File: config.mk
export PLATFORM = sky130hd
export DESIGN_NAME = gpu_cmd_packet_tx
export DESIGN_NICKNAME = d
export VERILOG_FILES = /design/src/rtl/gpu_cmd_pkg.sv /design/src/rtl/gpu_cmd_word_sel.sv /design/src/rtl/gpu_cmd_packet_tx.sv
export SDC_FILE = /design/constraint.sdc
export NUM_CORES = 1
export LEC_CHECK = 0
export BUFFER_PORTS_ARGS = -buffer_cell sky130_fd_sc_hd__buf_2
export CAP_MARGIN = 20
export CORE_MARGIN = 2
export CORE_UTILIZATION = 25
export DETAILED_ROUTE_END_ITERATION = 6
export PLACE_DENSITY = 0.42
export SETUP_SLACK_MARGIN = 0.05
export SLEW_MARGIN = 20
export SYNTH_ARGS = -nofsm -noshare
export SYNTH_HDL_FRONTEND = slang
export SYNTH_SLANG_ARGS = --single-unit
File: constraint.sdc
create_clock -name clk -period 8.97 [get_ports clk]
set_input_delay 0.897 -clock clk [delete_from_list [all_inputs] [get_ports clk]]
set_output_delay 0.897 -clock clk [all_outputs]
set_load 0.1 [all_outputs]
File: src/rtl/gpu_cmd_pkg.sv
//============================================================================
// Module      : gpu_cmd_pkg
// Description : Shared types, opcode ranges and packet sizing for the GP0
//               command packet transmitter.
// Revision    : 1.0 - initial release
//============================================================================
`default_nettype none

package gpu_cmd_pkg;

    typedef enum logic [1:0] {
        S_IDLE = 2'd0,
        S_EMIT = 2'd1,
        S_ERR  = 2'd2
    } state_t;

    typedef enum logic [2:0] {
        K_NOP  = 3'd0,
        K_FILL = 3'd1,
        K_POLY = 3'd2,
        K_LINE = 3'd3,
        K_RECT = 3'd4,
        K_COPY = 3'd5,
        K_ATTR = 3'd6,
        K_BAD  = 3'd7
    } kind_t;

    localparam logic [7:0]  c_CMD_NOP    = 8'h00;
    localparam logic [7:0]  c_CMD_FILL   = 8'h02;
    localparam logic [7:0]  c_POLY_LO    = 8'h20;
    localparam logic [7:0]  c_POLY_HI    = 8'h3F;
    localparam logic [7:0]  c_LINE_LO    = 8'h40;
    localparam logic [7:0]  c_LINE_HI    = 8'h5F;
    localparam logic [7:0]  c_RECT_LO    = 8'h60;
    localparam logic [7:0]  c_RECT_HI    = 8'h7F;
    localparam logic [7:0]  c_COPY_LO    = 8'h80;
    localparam logic [7:0]  c_COPY_HI    = 8'h9F;
    localparam logic [7:0]  c_ATTR_LO    = 8'hE1;
    localparam logic [7:0]  c_ATTR_HI    = 8'hE6;
    localparam logic [31:0] c_TERMINATOR = 32'h5555_5555;

    // Multiline (line range with bit3 set) is deliberately left unsupported.
    function automatic kind_t cmdKind(input logic [7:0] cmd);
        kind_t k;
        if (cmd == c_CMD_NOP)                            k = K_NOP;
        else if (cmd == c_CMD_FILL)                      k = K_FILL;
        else if (cmd >= c_POLY_LO && cmd <= c_POLY_HI)   k = K_POLY;
        else if (cmd >= c_LINE_LO && cmd <= c_LINE_HI)   k = cmd[3] ? K_BAD : K_LINE;
        else if (cmd >= c_RECT_LO && cmd <= c_RECT_HI)   k = K_RECT;
        else if (cmd >= c_COPY_LO && cmd <= c_COPY_HI)   k = K_COPY;
        else if (cmd >= c_ATTR_LO && cmd <= c_ATTR_HI)   k = K_ATTR;
        else                                             k = K_BAD;
        return k;
    endfunction

    function automatic logic [3:0] wordCount(input logic [7:0] cmd);
        logic [3:0] w_nv;
        logic [3:0] w_tex;
        logic [3:0] w_gour;
        logic [3:0] w_var;
        logic [3:0] w_cnt;
        w_nv   = cmd[3] ? 4'd4 : 4'd3;
        w_tex  = {3'b000, cmd[2]};
        w_gour = {3'b000, cmd[4]};
        w_var  = {3'b000, (cmd[4:3] == 2'b00)};
        case (cmdKind(cmd))
            K_POLY:  w_cnt = 4'd1 + w_nv + (cmd[2] ? w_nv : 4'd0)
                             + (cmd[4] ? (w_nv - 4'd1) : 4'd0);
            K_LINE:  w_cnt = 4'd3 + w_gour;
            K_RECT:  w_cnt = 4'd2 + w_tex + w_var;
            K_FILL:  w_cnt = 4'd3;
            K_COPY:  w_cnt = 4'd4;
            K_NOP:   w_cnt = 4'd1;
            K_ATTR:  w_cnt = 4'd1;
            default: w_cnt = 4'd0;
        endcase
        return w_cnt;
    endfunction

endpackage

`default_nettype wire

File: src/rtl/gpu_cmd_word_sel.sv
//============================================================================
// Module      : gpu_cmd_word_sel
// Description : Combinational map from a latched primitive request and a
//               word index to the GP0 word at that position.
// Revision    : 1.0 - initial release
//============================================================================
`default_nettype none

module gpu_cmd_word_sel
    import gpu_cmd_pkg::*;
(
    input  logic [7:0]   i_cmd,
    input  logic [95:0]  i_color,
    input  logic [127:0] i_vtx,
    input  logic [63:0]  i_uv,
    input  logic [15:0]  i_clut,
    input  logic [15:0]  i_tpage,
    input  logic [31:0]  i_size,
    input  logic [31:0]  i_src,
    input  logic [23:0]  i_attr,
    input  logic [3:0]   i_idx,
    output logic [31:0]  o_word
);

    kind_t       w_kind;
    logic        w_tex;
    logic        w_gour;
    logic [3:0]  w_j;
    logic [3:0]  w_first;
    logic [3:0]  w_stride;
    logic [3:0]  w_base;
    logic [3:0]  w_off;
    logic [1:0]  w_vert;
    logic [23:0] w_vColor;
    logic [31:0] w_vXy;
    logic [31:0] w_vUv;
    logic [31:0] w_polyWord;
    logic [31:0] w_header;

    // Vertex 0 never carries a colour word, so its group is shorter than the rest.
    always_comb begin
        w_kind   = cmdKind(i_cmd);
        w_tex    = i_cmd[2] && (w_kind == K_POLY || w_kind == K_RECT);
        w_gour   = i_cmd[4] && (w_kind == K_POLY || w_kind == K_LINE);
        w_j      = i_idx - 4'd1;
        w_first  = 4'd1 + {3'b000, w_tex};
        w_stride = w_first + {3'b000, w_gour};
        w_vert   = 2'd0;
        w_base   = 4'd0;
        if (w_j >= w_first + w_stride + w_stride) begin
            w_vert = 2'd3;
            w_base = w_first + w_stride + w_stride;
        end else if (w_j >= w_first + w_stride) begin
            w_vert = 2'd2;
            w_base = w_first + w_stride;
        end else if (w_j >= w_first) begin
            w_vert = 2'd1;
            w_base = w_first;
        end
        w_off = w_j - w_base;
    end

    always_comb begin
        w_vColor = i_color[23:0];
        w_vXy    = i_vtx[31:0];
        w_vUv    = {i_clut, i_uv[15:0]};
        case (w_vert)
            2'd1: begin
                w_vColor = i_color[47:24];
                w_vXy    = i_vtx[63:32];
                w_vUv    = {i_tpage, i_uv[31:16]};
            end
            2'd2: begin
                w_vColor = i_color[71:48];
                w_vXy    = i_vtx[95:64];
                w_vUv    = {16'h0000, i_uv[47:32]};
            end
            2'd3: begin
                w_vColor = i_color[95:72];
                w_vXy    = i_vtx[127:96];
                w_vUv    = {16'h0000, i_uv[63:48]};
            end
            default: ;
        endcase

        if (w_vert != 2'd0 && w_gour) begin
            case (w_off)
                4'd0:    w_polyWord = {8'h00, w_vColor};
                4'd1:    w_polyWord = w_vXy;
                default: w_polyWord = w_vUv;
            endcase
        end else begin
            w_polyWord = (w_off == 4'd0) ? w_vXy : w_vUv;
        end
    end

    always_comb begin
        case (w_kind)
            K_NOP, K_COPY: w_header = {i_cmd, 24'h000000};
            K_ATTR:        w_header = {i_cmd, i_attr};
            default:       w_header = {i_cmd, i_color[23:0]};
        endcase
    end

    // Indices past the end of a packet are never emitted; they read as the terminator.
    always_comb begin
        o_word = c_TERMINATOR;
        if (i_idx == 4'd0) begin
            o_word = w_header;
        end else begin
            case (w_kind)
                K_POLY: o_word = w_polyWord;
                K_LINE: begin
                    case (i_idx)
                        4'd1:    o_word = i_vtx[31:0];
                        4'd2:    o_word = w_gour ? {8'h00, i_color[47:24]} : i_vtx[63:32];
                        4'd3:    o_word = i_vtx[63:32];
                        default: ;
                    endcase
                end
                K_RECT: begin
                    case (i_idx)
                        4'd1:    o_word = i_vtx[31:0];
                        4'd2:    o_word = w_tex ? {i_clut, i_uv[15:0]} : i_size;
                        4'd3:    o_word = i_size;
                        default: ;
                    endcase
                end
                K_FILL: begin
                    case (i_idx)
                        4'd1:    o_word = i_vtx[31:0];
                        4'd2:    o_word = i_size;
                        default: ;
                    endcase
                end
                K_COPY: begin
                    case (i_idx)
                        4'd1:    o_word = i_src;
                        4'd2:    o_word = i_vtx[31:0];
                        4'd3:    o_word = i_size;
                        default: ;
                    endcase
                end
                default: ;
            endcase
        end
    end

endmodule

`default_nettype wire

File: src/rtl/gpu_cmd_packet_tx.sv
//============================================================================
// Module      : gpu_cmd_packet_tx
// Description : Accepts one primitive request and serialises it into a GP0
//               word stream over a valid/ready sink interface.
// Revision    : 1.0 - initial release
//============================================================================
`default_nettype none

module gpu_cmd_packet_tx
    import gpu_cmd_pkg::*;
(
    input  logic         clk,
    input  logic         i_nrst,
    input  logic         i_req_valid,
    output logic         o_req_ready,
    input  logic [7:0]   i_cmd,
    input  logic [95:0]  i_color,
    input  logic [127:0] i_vtx,
    input  logic [63:0]  i_uv,
    input  logic [15:0]  i_clut,
    input  logic [15:0]  i_tpage,
    input  logic [31:0]  i_size,
    input  logic [31:0]  i_src,
    input  logic [23:0]  i_attr,
    output logic [31:0]  o_word,
    output logic         o_valid,
    input  logic         i_ready,
    output logic         o_err,
    output logic         o_busy
);

    state_t       r_state;
    state_t       w_nextState;
    logic [3:0]   r_idx;
    logic [3:0]   r_lastIdx;
    logic [7:0]   r_cmd;
    logic [95:0]  r_color;
    logic [127:0] r_vtx;
    logic [63:0]  r_uv;
    logic [15:0]  r_clut;
    logic [15:0]  r_tpage;
    logic [31:0]  r_size;
    logic [31:0]  r_src;
    logic [23:0]  r_attr;
    logic [31:0]  w_selWord;
    logic         w_accept;
    logic         w_beat;
    logic         w_lastBeat;

    assign w_accept   = i_req_valid && (r_state == S_IDLE);
    assign w_beat     = (r_state == S_EMIT) && i_ready;
    assign w_lastBeat = w_beat && (r_idx == r_lastIdx);

    always_ff @(posedge clk or negedge i_nrst) begin
        if (!i_nrst) begin
            r_state <= S_IDLE;
        end else begin
            r_state <= w_nextState;
        end
    end

    always_comb begin
        w_nextState = r_state;
        case (r_state)
            S_IDLE: begin
                if (i_req_valid) begin
                    w_nextState = (cmdKind(i_cmd) == K_BAD) ? S_ERR : S_EMIT;
                end
            end
            S_EMIT: begin
                if (w_lastBeat) begin
                    w_nextState = S_IDLE;
                end
            end
            S_ERR:   w_nextState = S_IDLE;
            default: w_nextState = S_IDLE;
        endcase
    end

    always_ff @(posedge clk or negedge i_nrst) begin
        if (!i_nrst) begin
            r_idx     <= 4'd0;
            r_lastIdx <= 4'd0;
        end else if (w_accept) begin
            r_idx     <= 4'd0;
            r_lastIdx <= wordCount(i_cmd) - 4'd1;
        end else if (w_beat) begin
            r_idx     <= r_idx + 4'd1;
        end
    end

    // The whole request is captured at accept so the source may move on at once.
    always_ff @(posedge clk or negedge i_nrst) begin
        if (!i_nrst) begin
            r_cmd   <= 8'h00;
            r_color <= '0;
            r_vtx   <= '0;
            r_uv    <= '0;
            r_clut  <= 16'h0000;
            r_tpage <= 16'h0000;
            r_size  <= 32'h0000_0000;
            r_src   <= 32'h0000_0000;
            r_attr  <= 24'h000000;
        end else if (w_accept) begin
            r_cmd   <= i_cmd;
            r_color <= i_color;
            r_vtx   <= i_vtx;
            r_uv    <= i_uv;
            r_clut  <= i_clut;
            r_tpage <= i_tpage;
            r_size  <= i_size;
            r_src   <= i_src;
            r_attr  <= i_attr;
        end
    end

    gpu_cmd_word_sel u_wordSel (
        .i_cmd   (r_cmd),
        .i_color (r_color),
        .i_vtx   (r_vtx),
        .i_uv    (r_uv),
        .i_clut  (r_clut),
        .i_tpage (r_tpage),
        .i_size  (r_size),
        .i_src   (r_src),
        .i_attr  (r_attr),
        .i_idx   (r_idx),
        .o_word  (w_selWord)
    );

    assign o_req_ready = (r_state == S_IDLE);
    assign o_valid     = (r_state == S_EMIT);
    assign o_busy      = (r_state == S_EMIT);
    assign o_err       = (r_state == S_ERR);
    assign o_word      = (r_state == S_EMIT) ? w_selWord : 32'h0000_0000;

endmodule

`default_nettype wire

* Word level (Yosys, flattened, before mapping)
Index checks and enable logic that the tools add are counted.
** Storage, ports and cells
- Register bits after elaboration :: 426
- Logic and storage cells :: 160
** Operators by class
- Add/sub/neg operators :: 15
- Magnitude comparators :: 23
- Eq/ne operators :: 27
- Multiplexer cells :: 52
- Reductions and logical operators :: 31
** Operator list (number)
- 32-bit case mux with 3 select lines :: 5
- 32-bit two-way mux :: 6
- 32-bit case mux with 5 select lines :: 1
- 32-bit case mux with 2 select lines :: 2
- 24-bit case mux with 3 select lines :: 1
- 3-bit two-way mux :: 17
- 24-bit case mux with 2 select lines :: 1
- 8-bit by 7-bit greater-or-equal comparator with 1-bit output, second input constant :: 4
- 8-bit greater-or-equal comparator, second input constant :: 4
- 8-bit by 7-bit <= comparator with 1-bit output, second input constant :: 4
- 8-bit <= comparator, second input constant :: 4
- 4-bit two-way mux :: 7
- 4-bit case mux with 6 select lines :: 1
- 3-bit equality test, second input constant :: 7
- 8-bit by 2-bit equality test with 1-bit output, second input constant :: 2
- 8-bit by 6-bit greater-or-equal comparator with 1-bit output, second input constant :: 2
- 8-bit by 6-bit <= comparator with 1-bit output, second input constant :: 2
- 1-bit logical AND :: 16
- 8-bit logical NOT :: 2
- 2-bit two-way mux :: 7
- 4-bit adder :: 3
- 3-bit by 2-bit equality test with 1-bit output, second input constant :: 4
- 4-bit greater-or-equal comparator :: 3
- 4-bit by 1-bit equality test with 1-bit output, second input constant :: 2
- other kinds (26) :: 41

* Longest topological paths before layout
Gate-level depths: netlist of run 1.
- Word-level depth :: 25
- Gate-level depth with buffers :: 31
- Depth with buffers taken out :: 23

* Hierarchy
A second synthesis of run 1 with hierarchy kept.
** Second synthesis, totals
- Cell total of the unflattened synthesis :: 3053
- Area total of the unflattened synthesis :: 23357.4 um2
** Modules (own cells, without submodules)
- gpu_cmd_packet_tx :: instances 1, cells an instance 1896, area an instance 16594.7 um2
- gpu_cmd_word_sel :: instances 1, cells an instance 1157, area an instance 6762.7 um2

* Least setup slack after synthesis of run 1
Ideal clock, no wire load.
- Path type :: flip-flop to output port
- From :: reg r_cmd[5]
- To :: out o_word[13]
- Arrival :: 8040 ps
- Data required time :: 8073 ps
- Setup slack :: 33 ps
- Cell stages (with the launch flop) :: 28
- Buffers on the path :: 6
- Cell sequence :: dfrtp_1 buf_2 or3b_1 a21o_1 inv_2 clkbuf_1 ha_1 inv_1 ha_1 o21ai_0 nor2b_1 nor2_2 clkbuf_1 buf_1 clkbuf_1 nor3_1 a21oi_1 o22ai_1 ha_1 fa_1 xor2_1 and2_0 nor3b_1 mux2_4 buf_6 a21oi_2 nand2_1 a311oi_1
** On the way
- Longest elaborated chain between the ends :: 25
- Elaborated cells on any way between the ends :: 71
- Those cells by class :: add/sub (5); order compare (13); eq/ne (11); mux (27); reduce/logical (15)
** RTL lines
- start: declaration :: line gpu_cmd_packet_tx.sv:36 : logic [7:0] r_cmd;
- start signal: assignment :: line gpu_cmd_packet_tx.sv:105 : r_cmd <= i_cmd;
- 8-bit greater-or-equal comparator or 8-bit <= comparator (tied branches) :: line gpu_cmd_pkg.sv:51 : else if (cmd >= c_ATTR_LO && cmd <= c_ATTR_HI) k = K_ATTR;
- 1-bit logical AND :: line gpu_cmd_pkg.sv:51
- 1-bit two-way mux :: line gpu_cmd_pkg.sv:51
- 3-bit two-way mux :: line gpu_cmd_pkg.sv:50 : else if (cmd >= c_COPY_LO && cmd <= c_COPY_HI) k = K_COPY;
- 3-bit two-way mux :: line gpu_cmd_pkg.sv:49 : else if (cmd >= c_RECT_LO && cmd <= c_RECT_HI) k = K_RECT;
- 3-bit two-way mux :: line gpu_cmd_pkg.sv:48 : else if (cmd >= c_LINE_LO && cmd <= c_LINE_HI) k = cmd[3] ? K_BAD : K_LINE;
- 3-bit two-way mux :: line gpu_cmd_pkg.sv:47 : else if (cmd >= c_POLY_LO && cmd <= c_POLY_HI) k = K_POLY;
- 3-bit two-way mux :: line gpu_cmd_pkg.sv:46 : else if (cmd == c_CMD_FILL) k = K_FILL;
- (+9 left out)
- 4-bit two-way mux or 2-bit two-way mux (tied branches) :: line gpu_cmd_word_sel.sv:50 : if (w_j >= w_first + w_stride + w_stride) begin
- 4-bit subtractor, or another cell as far along :: line gpu_cmd_word_sel.sv:60 : w_off = w_j - w_base;
- 4-bit by 1-bit equality test with 1-bit output, or another cell as far along :: line gpu_cmd_word_sel.sv:87 : case (w_off)
- 32-bit case mux with 2 select lines or 32-bit two-way mux (tied branches) :: line gpu_cmd_word_sel.sv:87, gpu_cmd_word_sel.sv:93
- 32-bit two-way mux :: line gpu_cmd_word_sel.sv:86 : if (w_vert != 2'd0 && w_gour) begin
- 32-bit case mux with 5 select lines :: line gpu_cmd_word_sel.sv:111 : case (w_kind)
- 32-bit two-way mux (*) :: line gpu_cmd_word_sel.sv:108 : if (i_idx == 4'd0) begin
- 32-bit two-way mux (*) :: line gpu_cmd_packet_tx.sv:135 : assign o_word = (r_state == S_EMIT) ? w_selWord : 32'h0000_0000;
- end: declaration :: line gpu_cmd_packet_tx.sv:25 : output logic [31:0] o_word,
Every way passes the cells marked *; elsewhere a longest branch is shown, timed or not.

* Worst setup path after layout of run 1
- From :: reg r_cmd[6]
- To :: out o_word[13]
Same word-level chain as after synthesis.

==> run_results.csv, run 1 <==
group,metric,value,unit
outcome,status,"finished with violations",
outcome,violations,"design-rule violations",
pwr,leakage,0.0140,uW
yosys,synth_flop_cell,"dfrtp_1",
global_route,grt_pass1_vias,23600,
floorplan,die_w,310,um
run,cap_viol_max_count,0,
setup_path,critPathRequiredTime,8070,ps
yosys,async_flop_share,1.00,
setup_path,critPathSlowestCell,"ha_1",
cts,h-tree-depth,2,
yosys,yosysSeqAreaShare,0.454,
timing,slew_headroom,0.180,
timing,maxSlewViolCount,0,
drt,first_pass_iters,7,
setup_path,worst_ep_arrival_time,7600,ps
yosys,yosys_register_bits,426,
timing,worst_slew_pin_slew,1210,ps
yosys,synth_top_cells_by_area,"dfrtp_1 (45%), nand2_1 (23%), clkbuf_1 (2.9%)",
setup_path,rrSetupSlack,5960,ps
floorplan,rows,112,
floorplan,initial_core_util,0.252,
yosys,syn-cell-area,23500,um2
drt,wire_per_inst,28.0,um
setup_path,worstPathCellList,"or3b_1, a21o_1, clkinv_2, ha_1, xnor2_1, ha_1, nor2b_1, o21ai_2, nand2_2, buf_4, o22ai_1, ha_1, fa_1, xor2_1, and2_0, nor3b_1, mux2i_1, buf_4, buf_4, nor2_2, o211ai_1, a311oi_2, clkbuf_4",
yosys,yosysUniqueCellTypes,91,
yosys,synth_nets,3447,
cells_and_area,multi_input_area,11800,um2
timing,hold_violations,0,
placement,place_congestion,0.944,
drt,ant_nets,0,
drt,num_vias,24200,
pwr,power-per-cell-area,489,nW/um2
cells_and_area,syn_to_final_growth,21.6,%
drt,viasPerCell,5.23,
setup_path,start_kind,"register",
cts,post_cts.repair.setup_buffers,0,
timing,finalClockSkew,16.3,ps
pwr,peakVddDrop,0.000219,V
setup_path,worstSetupEndpointType,"primary output",
cells_and_area,finalNetCount,3772,
cells_and_area,layout-drive-gt1-share,0.191,
cts,clock_latency,630,ps
timing,period_needed,8500,ps
drt,drtIter0Drc,2672,
cts,cts_tree,"done",
worst_hold_path,hold_class,"primary input to async pin",
cts,cts.path.max_buffers,3,
cells_and_area,fillerInstances,10200,
cells_and_area,seq_area,10700,um2
timing,tns,0,ps
cts,cts_sinks,426,
yosys,synth_area_per_cell,7.82,um2
global_route,grt_use_total,0.262,
floorplan,core,93200,um2
global_route,grt_pass1_wl,179000,um
floorplan,die_y,310,um
floorplan,io_pins,456,
yosys,synth_cells,2999,
timing,fmax,0.118,GHz
yosys,synth_top_area_frac,0.454,
global_route,antenna_found_initial,7,
yosys,synth_edf_count,0,
placement,dp_hpwl,101000,um
timing,rsz0062_at_grt,"false",
cells_and_area,fin_util,0.306,
global_route,gr-total-overflow,0,
floorplan,fp.dieArea,96300,um2
timing,fin_crit_sh,0.947,
yosys,yosysWarningCount,0,
cts,path_clk_slew,70,ps
setup_path,crit_path_max_fanout,38,
global_route,grt_max_degree,192,
drt,wirelength,130000,um
cts,cts_buffers,51,
cts,cts_root_buf,"clkbuf_16",
setup_path,crit_path_max_incr_delay,530,ps
placement,io_buffers,455,
drt,drcViolationCount,2,
placement,placed_cells,4525,
yosys,synth_area_leader_cell,"dfrtp_1",
timing,setup_viol,0,
setup_path,crit_type,"register to primary output",
cells_and_area,fin_cells,4622,
==> critical path: cells and delay by family (launching register included) <==
kind            cells  cell delay (ps)
mux                 1              240
simple gates        6             1440
xor+xnor            2              380
fa+ha+maj           4             1420
flops               1              500
compound gates      5             1360
buf+inv             5             1620
==> cell type report <==
cell class | count | share of cell area
multi-input combinational | 2321 | 0.415
clock inverter | 21 | 0.00689
tap | 1254 | 0.0550
timing repair buffer | 506 | 0.0955
inverter | 18 | 0.00241
sequential | 426 | 0.374
antenna | 3 | 0.000263
clock buffer | 73 | 0.0515
==> what timing repair did <==
item                       in CTS  in global routing
hold buffers                    0                  0
setup endpoints to repair       0                  2
resized for setup               0                  4
==> cells in the mapped netlist, drive strengths merged (12+ instances only) <==
| cell | number |
|---|---|
| nand2 | 1434 |
| dfrtp | 426 |
| clkbuf | 180 |
| nor2 | 90 |
| o21ai | 89 |
| a21oi | 71 |
| a221oi | 62 |
| buf | 54 |
| nor3 | 46 |
| a31oi | 37 |
| nand3 | 37 |
| a222oi | 36 |
| a22oi | 31 |
| a211oi | 30 |
| or3 | 28 |
| ha | 26 |
| o221ai | 19 |
| inv | 18 |
| o211ai | 18 |
| o22ai | 16 |
| a221o | 15 |
| mux2i | 14 |
| o31ai | 13 |
| and3 | 12 |
| nand2b | 12 |
==> where the power goes <==
group | internal (uW) | switching [uW]
clock network | 1200 | 896
logic | 2060 | 5520
registers | 2820 | 1440
total | 6090 | 7860
==> path summary, 6_finish.rpt <==
kind                       startpoint    endpoint  cells past startpoint
setup / recovery             r_cmd[6]  o_word[13]                     23
min in group clk            i_clut[6]   r_clut[6]                      3
hold reg to reg              r_uv[27]    r_uv[27]                      2
max in group asynchronous      i_nrst   r_vtx[73]                      3
setup reg to reg           r_state[0]  r_vtx[112]                      6
hold / removal                 i_nrst   r_vtx[26]                      1
==> per-layer routing <==
layer	share of wire	global-route usage	vias up
li1	-	-	10900
met1	0.45	0.361	12100
met2	0.46	0.420	931
met3	0.065	0.0433	179
met4	0.031	0.0784	8
met5	0.00049	0	-
==> kinds of logic after synthesis <==
family,synth area share
compound gates,0.178
flops,0.454
mux,0.00933
buf+inv,0.0451
simple gates,0.291
xor+xnor,0.00640
fa+ha+maj,0.0156
other cells,0.000160
==> registers in the layout, summed over array words and instances, names as in the netlist, 8 cells and up <==
signal,cells
r_tpage,16
r_src,32
r_size,32
r_attr,24
r_cmd,8
r_vtx,128
r_uv,64
r_clut,16
r_color,96
==> per-stage QoR <==
step           hold WS, ps  power (uW)  cell area [um2]  worst slack (ps)
6_report               369       13900            28500               473
5_1_grt                425       14500            28500              97.7
4_1_cts                394       13800            28500               380
3_5_place_dp           460       11600            26800              1090
3_3_place_gp           457       11700            26800              1100
2_1_floorplan          439        8220            23500               160
==> placed cells by master (no fill, tap or decap), types with 11 or more instances in the layout <==
cell       netlist  final
clkinv_2         0     11
inv_1           15     15
a31oi_1         37     37
or3_1           28     28
o31ai_1         12     12
o22ai_1         16     15
nor2_1          88     85
o21ai_0         77     77
mux2i_1         13     13
a221o_1         15     15
dfrtp_1        426    426
a222oi_1        36     36
o311a_1         11     11
and3_1          11     11
nor3_1          45     44
a221oi_1        57     57
ha_1            26     26
a22oi_1         30     30
nand3_1         37     37
buf_2           29    452
clkbuf_1       180     11
a21oi_1         69     69
o211ai_1        18     18
clkbuf_16        0     51
clkbuf_8         0     11
o221ai_1        19     19
o2111ai_1       11     11
a211oi_1        28     27
nand2_1       1433   1430
nand2b_1        11     11
buf_4            8     47
Power figures use the tool's default switching activity.
==> inputs of run 2 (changes only) <==
--- a/config.mk
+++ b/config.mk
@@ -11,6 +11,7 @@
 export CORE_UTILIZATION = 25
 export DETAILED_ROUTE_END_ITERATION = 6
 export PLACE_DENSITY = 0.42
+export RECOVER_POWER = 100
 export SETUP_SLACK_MARGIN = 0.05
 export SLEW_MARGIN = 20
 export SYNTH_ARGS = -nofsm -noshare
==> run 2 against run 1 <==
Compared with the run above: non-clock buffer count unchanged; clock skew down 2.0 ps; utilization down 0.078 points; highest routed layer unchanged; largest power group unchanged; final area down 0.25%; cell count about the same; the flow finishes with violations (design-rule violations, max-capacitance violations, max-slew violations).
==> run_results.csv, run 2 (synthesis gave the netlist of run 1 again) <==
group,metric,value,unit
setup_path,critPathRequiredTime,8070,ps
cells_and_area,finalNetCount,3772,
cells_and_area,reg_top3,"r_vtx x128, r_color x96, r_uv x64",
setup_path,crit_path_max_fanout,38,
global_route,grt_use_total,0.262,
drt,viasPerCell,5.23,
cts,cts_sinks,426,
floorplan,rows,112,
timing,fmax,0.117,GHz
floorplan,die_w,310,um
placement,place_congestion,0.944,
cts,cts_root_buf,"clkbuf_16",
setup_path,crit_type,"register to primary output",
setup_path,worst_ep_arrival_time,7650,ps
global_route,grt_max_degree,192,
cells_and_area,final_area,28500,um2
timing,maxSlewViolCount,881,
drt,drcViolationCount,21,
drt,wire_per_inst,28.0,um
timing,tns,0,ps
drt,drtIter0Drc,2658,
run,cap_viol_max_count,10,
cells_and_area,max_flop_register,"r_vtx",
cells_and_area,mostFrequentLayoutCells,"nand2_1 (1431), dfrtp_1 (426), buf_2 (421)",
drt,ant_nets,0,
global_route,gr-total-overflow,0,
setup_path,crit_path_max_incr_delay,540,ps
cells_and_area,seq_area,10700,um2
timing,hold_violations,0,
setup_path,worstPathCellList,"or3b_1, a21o_1, clkinv_2, ha_1, xnor2_1, ha_1, nor2b_1, o21ai_2, nand2_2, buf_4, o22ai_1, ha_1, fa_1, xor2_1, and2_0, nor3b_1, mux2i_1, buf_4, a2111oi_0, o21ai_1, a211oi_2, clkbuf_2",
timing,rsz0062_at_grt,"false",
timing,fin_crit_sh,0.953,
cts,h-tree-depth,2,
cts,post_cts.repair.setup_buffers,0,
cts,holdBufCountCts,0,
floorplan,initial_core_util,0.252,
global_route,grt_pass1_vias,23600,
cts,cts_tree,"done",
setup_path,r2r_start,"r_state[0]",
outcome,violations,"design-rule violations, max-capacitance violations, max-slew violations",
floorplan,io_pins,456,
timing,worst_slew_pin_slew,6230,ps
global_route,grt_pass1_wl,179000,um
global_route,antenna_found_initial,7,
setup_path,critPathSlowestCell,"ha_1",
floorplan,core,93200,um2
cells_and_area,syn_to_final_growth,21.3,%
placement,postPlaceCellArea,26800,um2
placement,io_buffers,455,
cts,cts_buffers,51,
setup_path,rr_worst_depth,6,
setup_path,start_kind,"register",
floorplan,die_y,310,um
placement,dp_hpwl,101000,um
worst_hold_path,hp-start,"i_clut[6]",
setup_path,cp_common_cell,"ha_1",
drt,num_vias,24200,
drt,wirelength,130000,um
pwr,power-per-cell-area,492,nW/um2
cells_and_area,multi_input_area,11800,um2
timing,setup_viol,0,
timing,slew_headroom,-3.15,
worst_hold_path,holdPathStages,3,
cells_and_area,largest_reg_flops,128,
timing,period_needed,8550,ps
cts,path_clk_slew,70,ps
pwr,leakage,0.0139,uW
drt,first_pass_iters,7,
outcome,status,"finished with violations",
cells_and_area,fillerInstances,10300,
pwr,peakVddDrop,0.000218,V
setup_path,worstSetupEndpointType,"primary output",
setup_path,crit_start,"r_cmd[6]",
cells_and_area,layout-drive-gt1-share,0.188,
cells_and_area,layout_commonest_cell,"nand2_1",
floorplan,fp.dieArea,96300,um2
worst_hold_path,hold_class,"primary input to register",
cts,clock_latency,620,ps
timing,finalClockSkew,14.3,ps
timing,worst_hold_slack,461,ps
cts,cts.path.max_buffers,3,
run 2: layout make-up:
| cell class | count | area share |
|---|---|---|
| diodes | 4 | 0.000352 |
| clock buffers | 73 | 0.0516 |
| clock inverters | 21 | 0.00690 |
| inverters | 18 | 0.00242 |
| multi-input cells | 2321 | 0.415 |
| flip-flops and latches | 426 | 0.375 |
| well taps | 1254 | 0.0551 |
| repair buffers | 506 | 0.0935 |
run 2: routing by layer:
layer | GRT usage | wire length (um)
met1 | 0.361 | 57600
met2 | 0.420 | 59000
met3 | 0.0433 | 8680
met4 | 0.0784 | 4250
met5 | 0 | 63
run 2: power breakdown:
part           internal, uW  leakage (uW)  switching [uW]
sequential             2820       0.00528            1440
combinational          2110       0.00782            5530
clock                  1200      0.000821             895
run 2: through the flow:
stage / power (uW) / util / setup WS, ps / std cells
finish: 14000 / 0.305 / 421 / 4623
global route: 14600 / 0.305 / 78.6 / 4620
CTS: 13800 / 0.306 / 380 / 4619
detailed placement: 11600 / 0.288 / 1090 / 4525
global placement: 11700 / 0.288 / 1100 / 4525
floorplan: 8220 / - / 160 / 2999
run 2: final timing paths:
path	endpoint	slack [ps]
setup / recovery	o_word[25]	420
hold / removal	r_clut[6]	460
setup reg to reg	r_vtx[112]	1930
hold reg to reg	r_vtx[87]	470
max in group asynchronous	r_vtx[73]	1770
min in group asynchronous	r_vtx[26]	2650
run 2: critical path, delay by kind of cell, from the launching register on:
kind                       cells  cell delay [ps]
AOI/OAI and AO/OA              6             1820
xor gates and xnor gates       2              380
adders and majority gates      4             1440
buffers and inverters          4             1580
DFF                            1              500
muxes                          1              240
and+or+nand+nor                5             1070
run 2: what timing repair did:
action,in CTS,in global routing
resized for setup,0,4
endpoints found under the setup margin,0,2
hold endpoints to repair,0,0
